===== config.mk =====
export PLATFORM = sky130hd
export DESIGN_NAME = fft_output_reader_flat
export DESIGN_NICKNAME = d
export VERILOG_FILES = /design/src/rtl/fft_output_reader_if.sv /design/src/rtl/fft_output_reader.sv /design/src/flat_wrapper.sv
export SDC_FILE = /design/constraint.sdc
export NUM_CORES = 1
export LEC_CHECK = 0
export CORE_MARGIN = 5
export CORE_UTILIZATION = 58
export DETAILED_ROUTE_END_ITERATION = 10
export HOLD_SLACK_MARGIN = 0.08
export PLACE_DENSITY = 0.85
export SLEW_MARGIN = 5
export SYNTH_ARGS = -nofsm -noshare
export SYNTH_HDL_FRONTEND = slang
export SYNTH_SLANG_ARGS = --single-unit
export TNS_END_PERCENT = 30

===== constraint.sdc =====
create_clock -name clk -period 8.67 [get_ports clk]
set_input_delay 1.734 -clock clk [delete_from_list [all_inputs] [get_ports clk]]
set_output_delay 1.734 -clock clk [all_outputs]
set_load 0.05 [all_outputs]

===== src/rtl/fft_output_reader_if.sv =====
// ---------------------------------------------------------------------------
// fft_output_reader_if
//   Bundles the control, RAM read and streaming output signals of
//   fft_output_reader.
//   slave  : the reader itself (drives busy/done, the RAM read strobe and
//            the output stream; receives start, rd_data, out_ready)
//   master : the environment (drives start, RAM data and out_ready)
//   Signals: start, busy, done, rd_en, rd_addr[MSB], rd_data[DW],
//            out_data[DW], out_index[MSB], out_valid, out_ready, out_last
// ---------------------------------------------------------------------------
interface fft_output_reader_if #(
    parameter int MSB = 8,
    parameter int DW  = 32
);
    logic           start;
    logic           busy;
    logic           done;
    logic           rd_en;
    logic [MSB-1:0] rd_addr;
    logic [DW-1:0]  rd_data;
    logic [DW-1:0]  out_data;
    logic [MSB-1:0] out_index;
    logic           out_valid;
    logic           out_ready;
    logic           out_last;

    modport master (
        output start, rd_data, out_ready,
        input  busy, done, rd_en, rd_addr, out_data, out_index, out_valid, out_last
    );

    modport slave (
        input  start, rd_data, out_ready,
        output busy, done, rd_en, rd_addr, out_data, out_index, out_valid, out_last
    );
endinterface


===== src/rtl/fft_output_reader.sv =====
// ---------------------------------------------------------------------------
// fft_output_reader
//   Walks the in-place FFT result RAM in bit-reversed address order so the
//   spectrum leaves in natural bin order 0..N-1 over a valid/ready stream.
//   A 2-entry buffer absorbs the RAM's one-cycle read latency; reads are
//   only issued when a buffer slot is guaranteed for the returning data.
//   Ports:
//     clk   : system clock, rising edge
//     rst_n : asynchronous active-low reset, aborts any read-out
//     bus   : fft_output_reader_if.slave (start/busy/done, RAM read port,
//             output stream with natural index and last-bin flag)
// ---------------------------------------------------------------------------
module fft_output_reader #(
    parameter int MSB = 8,
    parameter int DW  = 32
) (
    input  logic                 clk,
    input  logic                 rst_n,
    fft_output_reader_if.slave   bus
);
    localparam int N = 1 << MSB;

    typedef enum logic [1:0] {IDLE, READ, DRAIN} state_t;

    typedef struct packed {
        logic [DW-1:0]  data;
        logic [MSB-1:0] index;
        logic           last;
    } entry_t;

    state_t         state_q, state_d;
    logic [MSB:0]   k_q, k_d;            // issue counter
    logic           inflight_q, inflight_d;
    logic [MSB-1:0] tag_index_q, tag_index_d;
    logic           tag_last_q, tag_last_d;
    entry_t         buf0_q, buf0_d;      // head entry
    entry_t         buf1_q, buf1_d;
    logic [1:0]     occ_q, occ_d;
    logic           done_q, done_d;

    logic           pop, push, rd_en;
    logic [2:0]     level;
    logic [MSB-1:0] rd_addr;
    entry_t         new_entry;

    // Buffer slots that will be committed once this cycle's pop and the
    // in-flight return settle; a new read is safe only if one is left free.
    assign pop   = (occ_q != 2'd0) && bus.out_ready;
    assign push  = inflight_q;
    assign level = 3'(occ_q) + 3'(inflight_q) - 3'(pop);
    assign rd_en = (state_q == READ) && (level <= 3'd1);

    assign new_entry = '{data: bus.rd_data, index: tag_index_q, last: tag_last_q};

    // NOTE: every always_comb output gets a default before any branch, so no
    // path leaves a signal unassigned and no latch is inferred.
    always_comb begin
        rd_addr = '0;
        for (int i = 0; i < MSB; i++) begin
            rd_addr[i] = k_q[MSB-1-i];
        end
    end

    // Next-state and datapath
    always_comb begin
        state_d     = state_q;
        k_d         = k_q;
        done_d      = 1'b0;
        inflight_d  = rd_en;
        tag_index_d = tag_index_q;
        tag_last_d  = tag_last_q;
        buf0_d      = buf0_q;
        buf1_d      = buf1_q;

        case (state_q)
            IDLE: begin
                if (bus.start) begin
                    state_d = READ;
                    k_d     = '0;
                end
            end
            READ: begin
                if (rd_en) begin
                    k_d = k_q + (MSB+1)'(1);
                    if (k_q == (MSB+1)'(N-1)) state_d = DRAIN;
                end
            end
            DRAIN: begin
                if (pop && buf0_q.last) begin
                    state_d = IDLE;
                    done_d  = 1'b1;
                end
            end
            default: state_d = IDLE;
        endcase

        // Tag travels alongside the read so it meets its data next cycle.
        if (rd_en) begin
            tag_index_d = k_q[MSB-1:0];
            tag_last_d  = (k_q == (MSB+1)'(N-1));
        end

        case ({push, pop})
            2'b10: begin
                if (occ_q == 2'd0) buf0_d = new_entry;
                else               buf1_d = new_entry;
            end
            2'b01: buf0_d = buf1_q;
            2'b11: begin
                if (occ_q == 2'd1) begin
                    buf0_d = new_entry;
                end else begin
                    buf0_d = buf1_q;
                    buf1_d = new_entry;
                end
            end
            default: ;
        endcase

        occ_d = occ_q + 2'(push) - 2'(pop);
    end

    // NOTE: sequential state uses non-blocking assignments so every flop
    // samples the pre-edge values regardless of statement order.
    always_ff @(posedge clk or negedge rst_n) begin
        if (!rst_n) begin
            state_q     <= IDLE;
            k_q         <= '0;
            inflight_q  <= 1'b0;
            tag_index_q <= '0;
            tag_last_q  <= 1'b0;
            // NOTE: the buffer entries are reset (not just the occupancy)
            // because the head drives out_data/out_index, which must read 0.
            buf0_q      <= '0;
            buf1_q      <= '0;
            occ_q       <= '0;
            done_q      <= 1'b0;
        end else begin
            state_q     <= state_d;
            k_q         <= k_d;
            inflight_q  <= inflight_d;
            tag_index_q <= tag_index_d;
            tag_last_q  <= tag_last_d;
            buf0_q      <= buf0_d;
            buf1_q      <= buf1_d;
            occ_q       <= occ_d;
            done_q      <= done_d;
        end
    end

    assign bus.busy      = (state_q != IDLE);
    assign bus.done      = done_q;
    assign bus.rd_en     = rd_en;
    assign bus.rd_addr   = rd_addr;
    assign bus.out_valid = (occ_q != 2'd0);
    assign bus.out_data  = buf0_q.data;
    assign bus.out_index = buf0_q.index;
    // The head keeps its last value after draining; gate so out_last only
    // accompanies a valid bin.
    assign bus.out_last  = (occ_q != 2'd0) && buf0_q.last;
endmodule


===== src/flat_wrapper.sv =====
// flat-port wrapper written by rule: the top's interface ports become plain ports
module fft_output_reader_flat 
#(
    parameter int MSB = 8,
    parameter int DW  = 32
)
  (clk, rst_n, bus_start, bus_rd_data, bus_out_ready, bus_busy, bus_done, bus_rd_en, bus_rd_addr, bus_out_data, bus_out_index, bus_out_valid, bus_out_last);
  fft_output_reader_if #(.MSB(MSB), .DW(DW)) bus_i ();
  input  logic clk;
  input  logic rst_n;
  input wire logic [$bits(bus_i.start)-1:0] bus_start;
  input wire logic [$bits(bus_i.rd_data)-1:0] bus_rd_data;
  input wire logic [$bits(bus_i.out_ready)-1:0] bus_out_ready;
  output wire logic [$bits(bus_i.busy)-1:0] bus_busy;
  output wire logic [$bits(bus_i.done)-1:0] bus_done;
  output wire logic [$bits(bus_i.rd_en)-1:0] bus_rd_en;
  output wire logic [$bits(bus_i.rd_addr)-1:0] bus_rd_addr;
  output wire logic [$bits(bus_i.out_data)-1:0] bus_out_data;
  output wire logic [$bits(bus_i.out_index)-1:0] bus_out_index;
  output wire logic [$bits(bus_i.out_valid)-1:0] bus_out_valid;
  output wire logic [$bits(bus_i.out_last)-1:0] bus_out_last;
  assign bus_i.start = bus_start;
  assign bus_i.rd_data = bus_rd_data;
  assign bus_i.out_ready = bus_out_ready;
  assign bus_busy = bus_i.busy;
  assign bus_done = bus_i.done;
  assign bus_rd_en = bus_i.rd_en;
  assign bus_rd_addr = bus_i.rd_addr;
  assign bus_out_data = bus_i.out_data;
  assign bus_out_index = bus_i.out_index;
  assign bus_out_valid = bus_i.out_valid;
  assign bus_out_last = bus_i.out_last;
  fft_output_reader #(.MSB(MSB), .DW(DW)) u_core (.clk(clk), .rst_n(rst_n), .bus(bus_i));
endmodule

# [Word level (Yosys, flattened, before mapping)]
# Cells that the tools add are included.
# W data, S select, Z words.
[word_totals] ff_bits=106 latchBits=0 ramBits=0 rom_bits=0 in_bits=36 out_inout_bits=53 word_cells=64 n_memories=0
[op_classes] addsub=5 multipliers=0 div=0 order_cmp=1 eq_ne=14 shifts=0 n_mux=16 bitwise_logic=0 n_reduce_logical=15
[ops] cell="$mux W41" count=4
[ops] cell="$pmux W41 S3" count=1
[ops] cell="$pmux W41 S2" count=1
[ops] cell="$mux W9" count=2
[ops] cell="$pmux W9 S2" count=1
[ops] cell="$add A9 B1 Y9 const B" count=1
[ops] cell="$eq A9 B8 Y1 const B" count=1
[ops] cell="$mux W2" count=4
[ops] cell="$ne A2 B2 Y1 const B" count=4
[ops] cell="$reduce_bool A2 Y1" count=4
[ops] cell="$eq A2 B1 Y1 const B" count=3
[ops] cell="$eq A2 B2 Y1 const B" count=3
[ops] cell="$ne A2 B1 Y1 const B" count=3
[ops] cell="$pmux W2 S3" count=1
[ops] cell="$reduce_and A3 Y1" count=2
[ops] cell="$logic_and A1 B1 Y1" count=4
[ops] cell="$logic_not A2 Y1" count=2
[ops] cell="$reduce_and A4 Y1" count=1
[ops] cell="$add A2 B1 Y3" count=1
[ops] cell="$le A3 B1 Y1 const B" count=1
[ops] cell="$reduce_bool A3 Y1" count=1
[ops] cell="$sub A3 B1 Y3" count=1
[ops] cell="$add A2 B1 Y2" count=1
[ops] cell="$mux W1" count=2
[ops] cell="2 further kinds" count=2

# [Logic depth before layout (Yosys ltp)]
# Gate-level depths: netlist of the first run.
[logic_depth] depth_word=7 ltp_mapped=11 mapped_depth_nobuf=9

# [Least setup slack after synthesis of the first run]
# No wires, ideal clock.
[synth_timing] kind="input -> output" from="input bus_out_ready" to="output bus_rd_en" arrival_ps=3719 required_ps=6936 path_slack_ps=3217 cell_stages=9 n_path_buf=1 cell_sequence="o21a_1 > ha_1 > inv_1 > ha_1 > fa_1 > nor3b_2 > nand2_2 > buf_6 > inv_1"
[synth_between] elab_chain_cells=4
[synth_lines] item="start, declared" line="flat_wrapper.sv:13" text="input wire logic [$bits(bus_i.out_ready)-1:0] bus_out_ready;"
[synth_lines] item="$logic_and A1 B1 Y1" line="fft_output_reader.sv:48" text="assign pop = (occ_q != 2'd0) && bus.out_ready;"
[synth_lines] item="$sub A3 B1 Y3" line="fft_output_reader.sv:50" text="assign level = 3'(occ_q) + 3'(inflight_q) - 3'(pop);"
[synth_lines] item="named net u_core.level[1]" line="fft_output_reader.sv:42" text="logic [2:0] level;"
[synth_lines] item="$le A3 B1 Y1" line="fft_output_reader.sv:51" text="assign rd_en = (state_q == READ) && (level <= 3'd1);"
[synth_lines] item="$logic_and A1 B1 Y1" line="fft_output_reader.sv:51"
[synth_lines] item="end, declared" line="flat_wrapper.sv:16" text="output wire logic [$bits(bus_i.rd_en)-1:0] bus_rd_en;"
# The timed path passes the listed nets, and every way through them passes these cells.

# [Worst setup path in the final report of the first run]
# Ends and elaborated chain as after synthesis.

==> results summary, run 1 <==
The type of the worst min-delay path is flip-flop to flip-flop. The count of inserted antenna diode cells came out at 0. The number of instances in the synthesized netlist is 515. The die is 109 um tall. The number of nets in the layout is 580. The total of max-cap violations is 0.

The worst hold path cell count is 1. Based on the critical path, the design can be clocked at up to roughly 150 MHz. The detailed-route DRC error count came out at 0.

The worst-case clock skew came out at roughly 0.016 ns. The clock network latency to the later pin of the worst-skew pair came out at about 0.35 ns. The number of port buffers is 88. Among all flip-flop cells after synthesis, the most frequent one is sky130_fd_sc_hd__dfrtp_1. The number of global-route vias before repair was approximately 4000. The routed length per placed instance is approximately 17 um. When the netlist entered floorplanning its net count stood at about 560. The buffer levels on the longest clock path is 2. The effective utilization at floorplan came out at 0.586. The largest area contributor in the synthesized netlist is sky130_fd_sc_hd__dfrtp_1. The leakage power is 2.57 nW. After detailed routing, the total wire length is approximately 12000 um.

The floorplan step defined a die boundary enclosing roughly 12000 um2. The HPWL after detailed placement came out at around 7500 um. The core region is 9640 um2. STA puts the critical path data arrival time at about 5.0 ns.

The initial DRC count came out at 180. Traced cell by cell, the critical path runs through clkdlybuf4s50_1 > o21a_1 > ha_2 > inv_1 > ha_1 > fa_1 > nor3b_2 > nand2_2 > inv_1 > clkdlybuf4s50_1. The areal power density over the cells is 427 nW/um2. The final weighted congestion of routability-driven global placement is slightly below 0.9. The number of enable-type register cells in the synthesized netlist is 0. The via count of the routed design came out at around 3900. The slowest stage of the critical path is the sky130_fd_sc_hd__clkdlybuf4s50_1 cell. The first-pass GRT wire length is a little under 20000 um. The largest single stage delay on the critical path is a little over 0.8 ns. For this design, the CTS-stage hold fixing added 0 buffers. The buffer count from post-CTS setup fixing is 0. In this run the remaining antenna-violating nets after routing total 0.

The average instance area after synthesis is between 10 and 15 um2. The proportion of synthesized chip area in sequential cells came out at 0.470. TritonCTS built the clock tree. The share of synthesized registers carrying an async set or reset is 1.00. The first detailed-routing pass ran for 4 iterations. Across all hold checks on the routed design, the worst slack comes to a little over 0.5 ns. The root buffer cell chosen for the clock tree is sky130_fd_sc_hd__clkbuf_8.

Using the TritonRoute via totals, the vias-per-cell ratio works out to 5.76. The share of the cycle needed by the critical path after routing is 0.774. The run finished with clean final reports. The area added between synthesis and finish is 12.4%.

The floorplan step set the die width to approximately 110 um. For the pin with the worst max-slew slack, the measured transition is roughly 1.1 ns. The number of sinks handled by clock tree synthesis is 106. Broken down by cell family, the worst path's largest delay share belongs to buffers and inverters. In this run the number of cells on the critical path is 10. The final number of hold-violating endpoints is 0.

The top fanout value on the critical path came out at 14. The setup-violating endpoint count in the final report is 0. The fraction of final layout cells sized beyond drive strength 1 is 0.185. After clock tree synthesis, the clock-pin slew on the worst setup and hold paths is 0.10 ns. The final number of max-transition violations is 0. The number of primary I/O pins is 89. The largest net degree at the start of global routing is 83. The count of buffer and inverter cells on the critical path is 4.

The number of clock buffers added by TritonCTS is 9. The final setup TNS came out at 0 ns. The critical path endpoint category is an output port. Ranked by total cell area, the synthesized netlist is headed by sky130_fd_sc_hd__dfrtp_1 47%, sky130_fd_sc_hd__mux2_2 14%, sky130_fd_sc_hd__buf_4 6.5%, sky130_fd_sc_hd__a22oi_1 5.5%, sky130_fd_sc_hd__a31oi_1 4.7%.

The time the final worst path needs with I/O delays and setup is 6.71 ns. The relative slew slack is 0.276. The count of instances resized after the clock tree is built came out at 0. The level count of the clock H-tree is 3. The worst reg-to-reg path cell count came out at 6. The most common cell in the netlist is sky130_fd_sc_hd__dfrtp_1.

The area share of the largest cell type after synthesis came out at 0.470. Setup repair after global routing left no endpoint under its margin. The number of placement rows came out at 36. The initial antenna violation count was 0.

The maximum resistive drop on vdd came out at between 0.0002 and 0.0003 V. The combined area of all synthesized cells came out at around 5600 um2. Summed over all layers, the global routing overflow is 0. Sorting the synthesized cells by how often they occur yields 106 x sky130_fd_sc_hd__dfrtp_1, 70 x sky130_fd_sc_hd__mux2_2, 49 x sky130_fd_sc_hd__buf_4, 49 x sky130_fd_sc_hd__nor2_1, 46 x sky130_fd_sc_hd__nand2_1.

The flip-flop and latch count after synthesis is roughly 110. The all-layer global routing usage came out at 0.209. The total of warnings raised by yosys came out at 0.

The category of the most critical setup path is input pin to output port. The number of distinct library cells after synthesis came out at 44. The critical path data required time is about 6.9 ns. STA classifies the critical path startpoint as an input pin.
==> worst reg2reg max path: stages (launching register included) <==
cell,delay [ns]
sky130_fd_sc_hd__dfrtp_1,0.56
sky130_fd_sc_hd__o21a_1,0.27
sky130_fd_sc_hd__ha_2,0.88
sky130_fd_sc_hd__nor2_1,0.17
sky130_fd_sc_hd__a311oi_4,0.25
sky130_fd_sc_hd__buf_4,0.53
sky130_fd_sc_hd__mux2_2,0.43
==> per-stage QoR <==
stage                util  setup slack, ns  std cells  power [W]  instance area [um2]
floorplan               -             3.22        515    0.00220                 5650
global placement    0.640             2.09        658    0.00239                 6170
detailed placement  0.640             1.98        658    0.00245                 6170
CTS                 0.658             1.96        674    0.00273                 6350
global route        0.658             1.77        674    0.00288                 6350
finish              0.658             1.96        674    0.00271                 6350
==> flip-flops by register name, summed over array words and instances (netlist names), 2 cells and up <==
register	count
u_core.k_q	9
u_core.bus.out_data	32
u_core.state_q	2
u_core.bus.out_index	8
u_core.occ_q	2
u_core.tag_index_q	8
u_core.buf1_q	41
==> layout by cell type (no fill, tap or decap), drive strengths merged, types with 2 or more instances in the layout <==
cell type / Yosys / layout
nand4b: 2 / 2
dfrtp: 106 / 106
ha: 7 / 7
o211ai: 2 / 2
a22oi: 41 / 41
clkinv: 0 / 3
xnor2: 3 / 3
clkdlybuf4s50: 0 / 87
nand3: 7 / 7
o21ai: 3 / 3
a31oi: 42 / 42
nor2: 49 / 49
nand2: 47 / 47
nor3b: 3 / 3
clkbuf: 9 / 10
buf: 73 / 5
xor2: 2 / 2
mux2: 91 / 91
and2: 2 / 2
inv: 8 / 10
==> layout make-up <==
type	count	area, um2
Fill cell	784	3290
Sequential cell	106	2650
Multi-Input combinational cell	319	2410
Timing Repair Buffer	92	908
Tap cell	133	166
Clock buffer	10	128
Clock inverter	6	50.0
Inverter	8	30.0
==> final timing paths <==
path                            slack, ns            start                 to
worst min-delay path                 0.52    u_core.k_q[8]      u_core.k_q[8]
max in group asynchronous            6.13            rst_n  u_core.buf1_q[40]
min in group asynchronous            1.36            rst_n  u_core.buf1_q[23]
worst min register to register       0.52    u_core.k_q[8]      u_core.k_q[8]
worst max register to register       5.47  u_core.occ_q[1]  u_core.buf1_q[25]
worst max-delay path                 1.96    bus_out_ready          bus_rd_en
==> where the power goes <==
part           internal [W]  switching [W]  total, W
Clock              0.000108       0.000171  0.000279
Sequential         0.000713       0.000163  0.000876
Combinational      0.000619       0.000938   0.00156
==> cell families after synthesis <==
logic type	share of synthesized area
xor gates and xnor gates	0.00776
DFF	0.470
AOI/OAI and AO/OA	0.124
and+or+nand+nor	0.0909
muxes	0.181
buffers and inverters	0.107
adders and majority gates	0.0191
==> layer usage <==
metal  GRT usage  vias up  wire (um)  part of all wire
met2       0.348       90       5900              0.50
met4      0.0343        0         30            0.0026
met1       0.285     1961       5200              0.44
met5           0        -          0                 0
met3      0.0485        2        612             0.052
li1            -     1831          -                 -
Note: power is estimated with default switching activity, not from simulation.
==> run 2, diff against run 1 <==
--- a/config.mk
+++ b/config.mk
@@ -6,10 +6,10 @@
 export NUM_CORES = 1
 export LEC_CHECK = 0
 export CORE_MARGIN = 5
-export CORE_UTILIZATION = 58
+export CORE_UTILIZATION = 49
 export DETAILED_ROUTE_END_ITERATION = 10
 export HOLD_SLACK_MARGIN = 0.08
-export PLACE_DENSITY = 0.85
+export PLACE_DENSITY = 0.77
 export SLEW_MARGIN = 5
 export SYNTH_ARGS = -nofsm -noshare
 export SYNTH_HDL_FRONTEND = slang
==> constraint.sdc (replaced) <==
create_clock -name clk -period 5.5 [get_ports clk]
set_input_delay 1.1 -clock clk [delete_from_list [all_inputs] [get_ports clk]]
set_output_delay 1.1 -clock clk [all_outputs]
set_load 0.05 [all_outputs]
==> run 2 against run 1 <==
Compared with the run above: global-route usage fell by 3.0 points; largest power group unchanged; clock-buffer cell count increased by 3; final cell count up 1.5%.
==> results summary, run 2 (synthesis results as in run 1) <==
The area added between synthesis and finish is 15.0%. The flow ran to the end, and the final reports show no timing, DRC or antenna violations. The via count of the routed design came out at 3902 (+0.46%).

The count of instances resized after the clock tree is built is 0 (unchanged). The number of flip-flops in the largest register came out at 41 (unchanged). The worst-case clock skew is 0.00468 ns (-0.0110 ns). The placed cell area came to 6190 um2 (+0.28%). The cell type group with the largest total delay on the critical path is adder cells. The total chip power is 0.00449 W (+66%). The effective utilization at floorplan was 0.497 (-0.0892). The count of inserted antenna diode cells is 0 (unchanged). The remaining global-route overflow came out at 0 (unchanged). The first-pass GRT wire length came out at 20500 um (+4.0%). The level count of the clock H-tree is 3 (unchanged).

The number of global-route vias before repair came out at 4084 (+2.9%). The cell total after placement was 669 (+1.7%). The number of nets still failing antenna checks after routing came out at 0 (unchanged).

The initial antenna violation count came out at 0 (unchanged). The initial DRC count came out at 345 (+92%). The fraction of final layout cells sized beyond drive strength 1 is 0.187 (+0.00185). The final instance area is 6490 um2 (+2.3%).

The detailed-route DRC error count came out at 0 (unchanged). The height of the die is 117 um (+8.0%). The number of CTS-inserted buffers is 9 (unchanged).

The buffer count from post-CTS setup fixing came out at 0 (unchanged). The HPWL after detailed placement is 7620 um (+2.1%). The final worst-path setup slack came out at 0.657 ns (-1.30 ns). The area of the die came out at 13800 um2 (+17%).

The count of buffer and inverter cells on the critical path came out at 4 (unchanged). The stage delay of the slowest cell on the critical path is 0.51 ns (-0.31 ns). The final number of max-transition violations is 0 (unchanged). The layout filler cell count was 995 (+27%). Counting stages on the worst path, the most repeated cell is sky130_fd_sc_hd__inv_1. The total of max-cap violations is 0 (unchanged). The placement-stage worst setup slack is 0.675 ns (-1.30 ns). The maximum resistive drop on vdd came out at 0.000504 V (+72%). The setup-violating endpoint count in the final report is 0 (unchanged).

The routed length per placed instance is 17.9 um (+2.6%). The maximum clock rate came out at slightly above 200 MHz. The number of buffers inserted for hold repair after clock tree synthesis is 0 (unchanged).

Clock tree synthesis selected as its root buffer the cell sky130_fd_sc_hd__clkbuf_16. The number of port buffers is 88 (unchanged). The post-CTS clock slew at the launch and capture registers of the worst setup and hold paths is 0.07 ns (-0.03 ns). The final number of hold-violating endpoints came out at 0 (unchanged).

For the finished layout, the period the worst path requires is 4.84 ns. The clock network latency to the later pin of the worst-skew pair is 0.34 ns (about the same). Among all stages on the critical path, the largest delay is contributed by sky130_fd_sc_hd__fa_1. The number of nets in the layout came out at 581 (+0.17%). In the finished design, the share of the clock period the worst path needs comes to 0.880. The final weighted congestion of routability-driven global placement is 0.778 (-13%). The number of non-filler instances in the completed layout came to 684 (+1.5%).

Walking the worst path, the cells encountered are clkdlybuf4s50_1 > o21a_1 > ha_2 > inv_1 > ha_1 > fa_1 > nor3b_2 > nand2_2 > inv_1 > buf_4. The number of placement rows came out at 39 (+8.3%). The number of primary I/O pins was 89 (unchanged).

The routed wire length came out at 12200 um (+4.2%). The relative slew slack is 0.283 (+0.00670). The top fanout value on the critical path is 14 (unchanged).

TritonCTS built the clock tree. The leakage power came out at 2.64 nW (+2.7%). The die boundary width came to 117 um (+8.0%). The buffer levels on the longest clock path is 2 (unchanged). The top cell types in the final layout, fill and taps aside, are 106 x sky130_fd_sc_hd__dfrtp_1, 86 x sky130_fd_sc_hd__clkdlybuf4s50_1, 70 x sky130_fd_sc_hd__mux2_2. The actual transition at the worst max-transition pin was 1.07 ns (-0.0100 ns).

The final setup TNS is 0 ns (unchanged). The area of the placeable core came to 11400 um2 (+18%). The worst endpoint data arrival time is 3.74 ns (-1.24 ns). The critical path data required time came out at 4.40 ns (-2.54 ns). The areal power density over the cells came out at 692 nW/um2 (+62%). In this run the worst hold path is classified as flip-flop to flip-flop. The largest net degree at the start of global routing was 83 (unchanged).

The worst setup path is captured at an output port. Setup repair after global routing left no endpoint under its margin. The most frequent standard cell in the layout excluding fill and tap cells is sky130_fd_sc_hd__dfrtp_1. The all-layer global routing usage came to 0.179 (-0.0295). The number of detailed-route iterations in the first pass is 6 (+2). The ratio of routed vias to standard cells came out at 5.70 (-1.0%). The number of sinks handled by clock tree synthesis is 106 (unchanged). The worst setup path is of the input pin to output port kind. The sort of element at the start of the critical path is an input pin.

Counting flops per register, the top entry is u_core.buf1_q.
==> run 2: final timing paths <==
check,from,endpoint,slack (ns),depth (start not counted)
min,u_core.buf1_q[9],u_core.buf1_q[9],0.51,1
max reg2reg,u_core.occ_q[1],u_core.k_q[7],2.41,9
min in group asynchronous,rst_n,u_core.bus.out_data[14],0.82,1
max in group asynchronous,rst_n,u_core.tag_index_q[5],3.55,2
min reg2reg,u_core.buf1_q[9],u_core.buf1_q[9],0.51,1
max,bus_out_ready,bus_rd_en,0.66,10
==> run 2: cell type report <==
cell class	count	area, um2	share of cell area
inverters	8	30.0	0.00463
well taps	143	179	0.0276
multi-input cells	319	2410	0.371
repair buffers	93	913	0.141
flip-flops and latches	106	2650	0.409
clock inverters	2	35.0	0.00540
clock buffers	13	270	0.0416
==> run 2: metrics by stage <==
stage / hold slack, ns / util
after floorplan: 0.473 / -
after global placement: 0.485 / 0.544
after detailed placement: 0.495 / 0.544
after CTS: 0.513 / 0.571
after global routing: 0.528 / 0.571
final: 0.512 / 0.571
==> run 2: report_power, final <==
| group | internal [W] | switching [W] |
|---|---|---|
| registers | 0.00113 | 0.000263 |
| logic | 0.000972 | 0.00147 |
| clock network | 0.000387 | 0.000273 |
| total | 0.00249 | 0.00201 |
==> run 2: layer usage <==
layer  wire [um]  GRT usage  up-vias
met5           0          0        -
met4         129     0.0479        0
met3         587     0.0529       12
met2        6310      0.310       97
met1        5200      0.218     1966
li1            -          -     1827
==> run 3, diff against run 2 <==
--- a/config.mk
+++ b/config.mk
@@ -5,6 +5,8 @@
 export SDC_FILE = /design/constraint.sdc
 export NUM_CORES = 1
 export LEC_CHECK = 0
+export ABC_AREA = 1
+export CAP_MARGIN = 20
 export CORE_MARGIN = 5
 export CORE_UTILIZATION = 49
 export DETAILED_ROUTE_END_ITERATION = 10
==> run 3 against run 2 <==
Compared with the run above: critical path depth grew 3; fmax rose by 3.2%; sequential cell count did not move; utilization shrank 1.1 points; combinational power fell by 23%; final cell count is 23% higher; critical endpoint unchanged; non-clock buffer count fell by 2; first-iteration DRC count fell by 30%.
==> results summary, run 3 <==
The flow ran to the end, and the final reports show no timing, DRC or antenna violations. The flip-flop and latch count after synthesis came out at 106 (unchanged). The largest net degree at the start of global routing is 61 (-27%). The worst hold path cell count was 1 (unchanged). The time the final worst path needs with I/O delays and setup is 4.69 ns (-0.151 ns). The total of warnings raised by yosys came out at 0 (unchanged).

The worst hold path begins at u_core.state_q[0]. The share of the cycle needed by the critical path after routing came out at 0.853 (-0.0275). The worst reg-to-reg path cell count came out at 15 (+6). The final worst-path setup slack is 0.809 ns (+0.151 ns). The ratio of routed vias to standard cells is 4.78 (-16%). The number of detailed-route iterations in the first pass came out at 4 (-2). The remaining global-route overflow was 0 (unchanged). The most common cell in the netlist is sky130_fd_sc_hd__nand2_1. The setup path with the least slack is of type input pin to output port. The end of the worst hold path is u_core.bus.done.

sky130_fd_sc_hd__dfrtp_1 takes more of the synthesized area than any other cell. The HPWL after detailed placement came to 7300 um (-4.1%). The all-layer global routing usage is 0.172 (-0.00758).

The share of power burned in combinational logic was 0.528 (-0.016). The area added between synthesis and finish is 12.1%. The post-CTS clock slew at the launch and capture registers of the worst setup and hold paths came out at 0.10 ns (+0.03 ns). The commonest cells after synthesis are 267 x sky130_fd_sc_hd__nand2_1, 106 x sky130_fd_sc_hd__dfrtp_1, 61 x sky130_fd_sc_hd__inv_1. The endpoint identified for the worst register-to-register timing path is u_core.k_q[2]. The number of flip-flops in the largest register is 41 (unchanged).

The area of the placeable core came out at 10800 um2 (-4.7%). The prevailing post-synth register cell is sky130_fd_sc_hd__dfrtp_1. The number of port buffers came out at 88 (unchanged).

The fraction of final layout cells sized beyond drive strength 1 came out at 0.0654 (-0.121). The startpoint identified for the worst register-to-register timing path is u_core.occ_q[0]. Leaving out fill and tap cells, the most frequent cells in the layout are 267 x sky130_fd_sc_hd__nand2_1, 106 x sky130_fd_sc_hd__dfrtp_1, 86 x sky130_fd_sc_hd__clkdlybuf4s50_1. The final weighted congestion of routability-driven global placement was 0.848 (+9.0%). The critical path data required time came out at 4.40 ns (about the same). The number of distinct library cells after synthesis is 27 (-39%). The first-pass GRT wire length is 18700 um (-9.2%).

The worst-case clock skew is 0.0211 ns (+0.0164 ns). The initial antenna violation count came out at 0 (unchanged). The areal power density over the cells came out at 586 nW/um2 (-15%). The total chip power is 0.00355 W (-21%).

The level count of the clock H-tree is 3 (unchanged). The combined area of all synthesized cells is 5410 um2 (-4.1%). The worst endpoint data arrival time came to 3.59 ns (-0.15 ns). The sequential cell fraction of total power came out at 0.351 (+0.042).

The clock network latency to the later pin of the worst-skew pair is 0.37 ns (+0.03 ns). The area of the die is 13300 um2 (-3.8%). Setup repair after global routing left no endpoint under its margin. By area the synthesized netlist is led by sky130_fd_sc_hd__dfrtp_1 49%, sky130_fd_sc_hd__nand2_1 19%, sky130_fd_sc_hd__buf_4 7.3%, sky130_fd_sc_hd__nand3_1 4.7%, sky130_fd_sc_hd__inv_1 4.2%.

The total of max-cap violations came out at 0 (unchanged). The maximum resistive drop on vdd came out at 0.000382 V (-24%). The area share of the largest cell type after synthesis came out at 0.490 (+0.0202). The proportion of synthesized chip area in sequential cells is 0.490 (+0.0202).

The number of nets still failing antenna checks after routing is 0 (unchanged). The final setup TNS was 0 ns (unchanged). The average instance area after synthesis came out at 8.02 um2 (-27%). The min-delay analysis places its worst path in the category flip-flop to flip-flop. The via count of the routed design is 4028 (+3.2%). The count of instances resized after the clock tree is built came out at 0 (unchanged). The buffer count from post-CTS setup fixing came out at 0 (unchanged). The internal portion of total power is 0.00181 W (-27%). The placement-stage worst setup slack came out at 0.794 ns (+0.119 ns). The clock root buffer master is sky130_fd_sc_hd__clkbuf_8. The number of CTS-inserted buffers is 9 (unchanged). The number of placement rows is 38 (-2.6%). The count of inserted antenna diode cells is 0 (unchanged). The top fanout value on the critical path came out at 16 (+2). The most frequent standard cell in the layout excluding fill and tap cells is sky130_fd_sc_hd__nand2_1. The die boundary width is 115 um (-1.9%).

The routed wire length is 10800 um (-12%). The clock group share of total power is 0.121 (-0.026). The setup slack on the worst flop-to-flop path is 2.78 ns (+0.37 ns).

The setup-violating endpoint count in the final report came out at 0 (unchanged). The buffer levels on the longest clock path came out at 2 (unchanged). The number of nets in the layout came out at 743 (+28%). The net switching power of the design came out at 0.00175 W (-13%).

The effective utilization at floorplan came out at 0.499 (+0.00278). The worst setup path is launched from an input pin. The critical path endpoint category is an output port. The routed length per placed instance came out at 12.8 um (-28%). The actual transition at the worst max-transition pin is 0.918 ns (-0.156 ns). The final number of max-transition violations is 0 (unchanged). The number of instances in the synthesized netlist is 675 (+31%).

The number of enable-type register cells in the synthesized netlist is 0 (unchanged). The number of nets in the synthesized netlist came out at 719 (+29%). The leakage power is 3.14 nW (+19%). The number of sinks handled by clock tree synthesis is 106 (unchanged).

The number of global-route vias before repair is 3977 (-2.6%). The share of synthesized registers carrying an async set or reset came to 1.00 (unchanged). The number of buffers inserted for hold repair after clock tree synthesis is 0 (unchanged). The most flop-heavy register is u_core.buf1_q. The number of primary I/O pins is 89 (unchanged). The maximum clock rate came to 213 MHz (+3.2%). The detailed-route DRC error count is 0 (unchanged). The relative slew slack is 0.388 (+0.105). TritonCTS built the clock tree.

The initial DRC count came out at 240 (-30%). The height of the die is 115 um (-1.9%). The switching part of the total power is 0.492 (+0.0446). The final number of hold-violating endpoints was 0 (unchanged).
==> run 3: cell type report <==
| cell class | instances | area [um2] |
|---|---|---|
| clock buffer | 9 | 124 |
| clock inverter | 6 | 42.5 |
| fill | 997 | 4770 |
| inverter | 64 | 240 |
| multi-input combinational | 427 | 1940 |
| sequential | 106 | 2650 |
| tap | 140 | 175 |
| timing repair buffer | 91 | 898 |
==> run 3: critical path: stages <==
cell and delay [ns]:
sky130_fd_sc_hd__clkdlybuf4s50_1 0.43, sky130_fd_sc_hd__nand2_2 0.11, sky130_fd_sc_hd__inv_1 0.08, sky130_fd_sc_hd__ha_1 0.27, sky130_fd_sc_hd__inv_1 0.04, sky130_fd_sc_hd__ha_1 0.18, sky130_fd_sc_hd__fa_1 0.46, sky130_fd_sc_hd__inv_1 0.07
sky130_fd_sc_hd__nand2_1 0.06, sky130_fd_sc_hd__nor2_2 0.15, sky130_fd_sc_hd__nand2_2 0.19, sky130_fd_sc_hd__inv_1 0.22, sky130_fd_sc_hd__buf_4 0.23
==> run 3: how the worst max path moves through the flow <==
| stage | startpoint | end | cells past startpoint |
|---|---|---|---|
| after floorplan | bus_out_ready | bus_rd_en | 11 |
| after global placement | bus_out_ready | bus_rd_en | 13 |
| after detailed placement | bus_out_ready | bus_rd_en | 13 |
| after CTS | bus_out_ready | bus_rd_en | 13 |
| after global routing | bus_out_ready | bus_rd_en | 13 |
| final | bus_out_ready | bus_rd_en | 13 |
==> run 3: per-layer routing <==
layer	wire length (um)	up-vias	track usage
met2	5110	78	0.286
met1	5050	1877	0.231
met5	0	-	0
met4	115	0	0.0485
li1	-	2065	-
met3	544	8	0.0305
==> run 3: power groups by stage <==
stage | sequential, W | clock [W] | combinational (W)
2_1_floorplan | 0.00122 | 0 | 0.00168
3_3_place_gp | 0.00125 | 0 | 0.00184
3_5_place_dp | 0.00126 | 0 | 0.00190
4_1_cts | 0.00125 | 0.000445 | 0.00190
5_1_grt | 0.00129 | 0.000480 | 0.00208
6_report | 0.00125 | 0.000430 | 0.00188
==> run 3: stage by stage <==
stage	cells	hold slack, ns	cell area (um2)	util
floorplan	675	0.410	5410	-
global placement	828	0.428	5900	0.544
detailed placement	828	0.428	5900	0.544
CTS	843	0.443	6070	0.560
global route	843	0.464	6070	0.560
finish	843	0.440	6070	0.560
==> run 3: cells by family (layout without fill, tap and decap cells) <==
kind of cell	after synthesis	after routing	share of synthesized area
flip-flops	106	106	0.490
adder cells (fa/ha/maj)	8	8	0.0199
AND/OR/NAND/NOR	354	354	0.271
AO/OA/AOI/OAI	62	62	0.0622
XOR/XNOR	3	3	0.00485
buffers and inverters	142	170	0.153
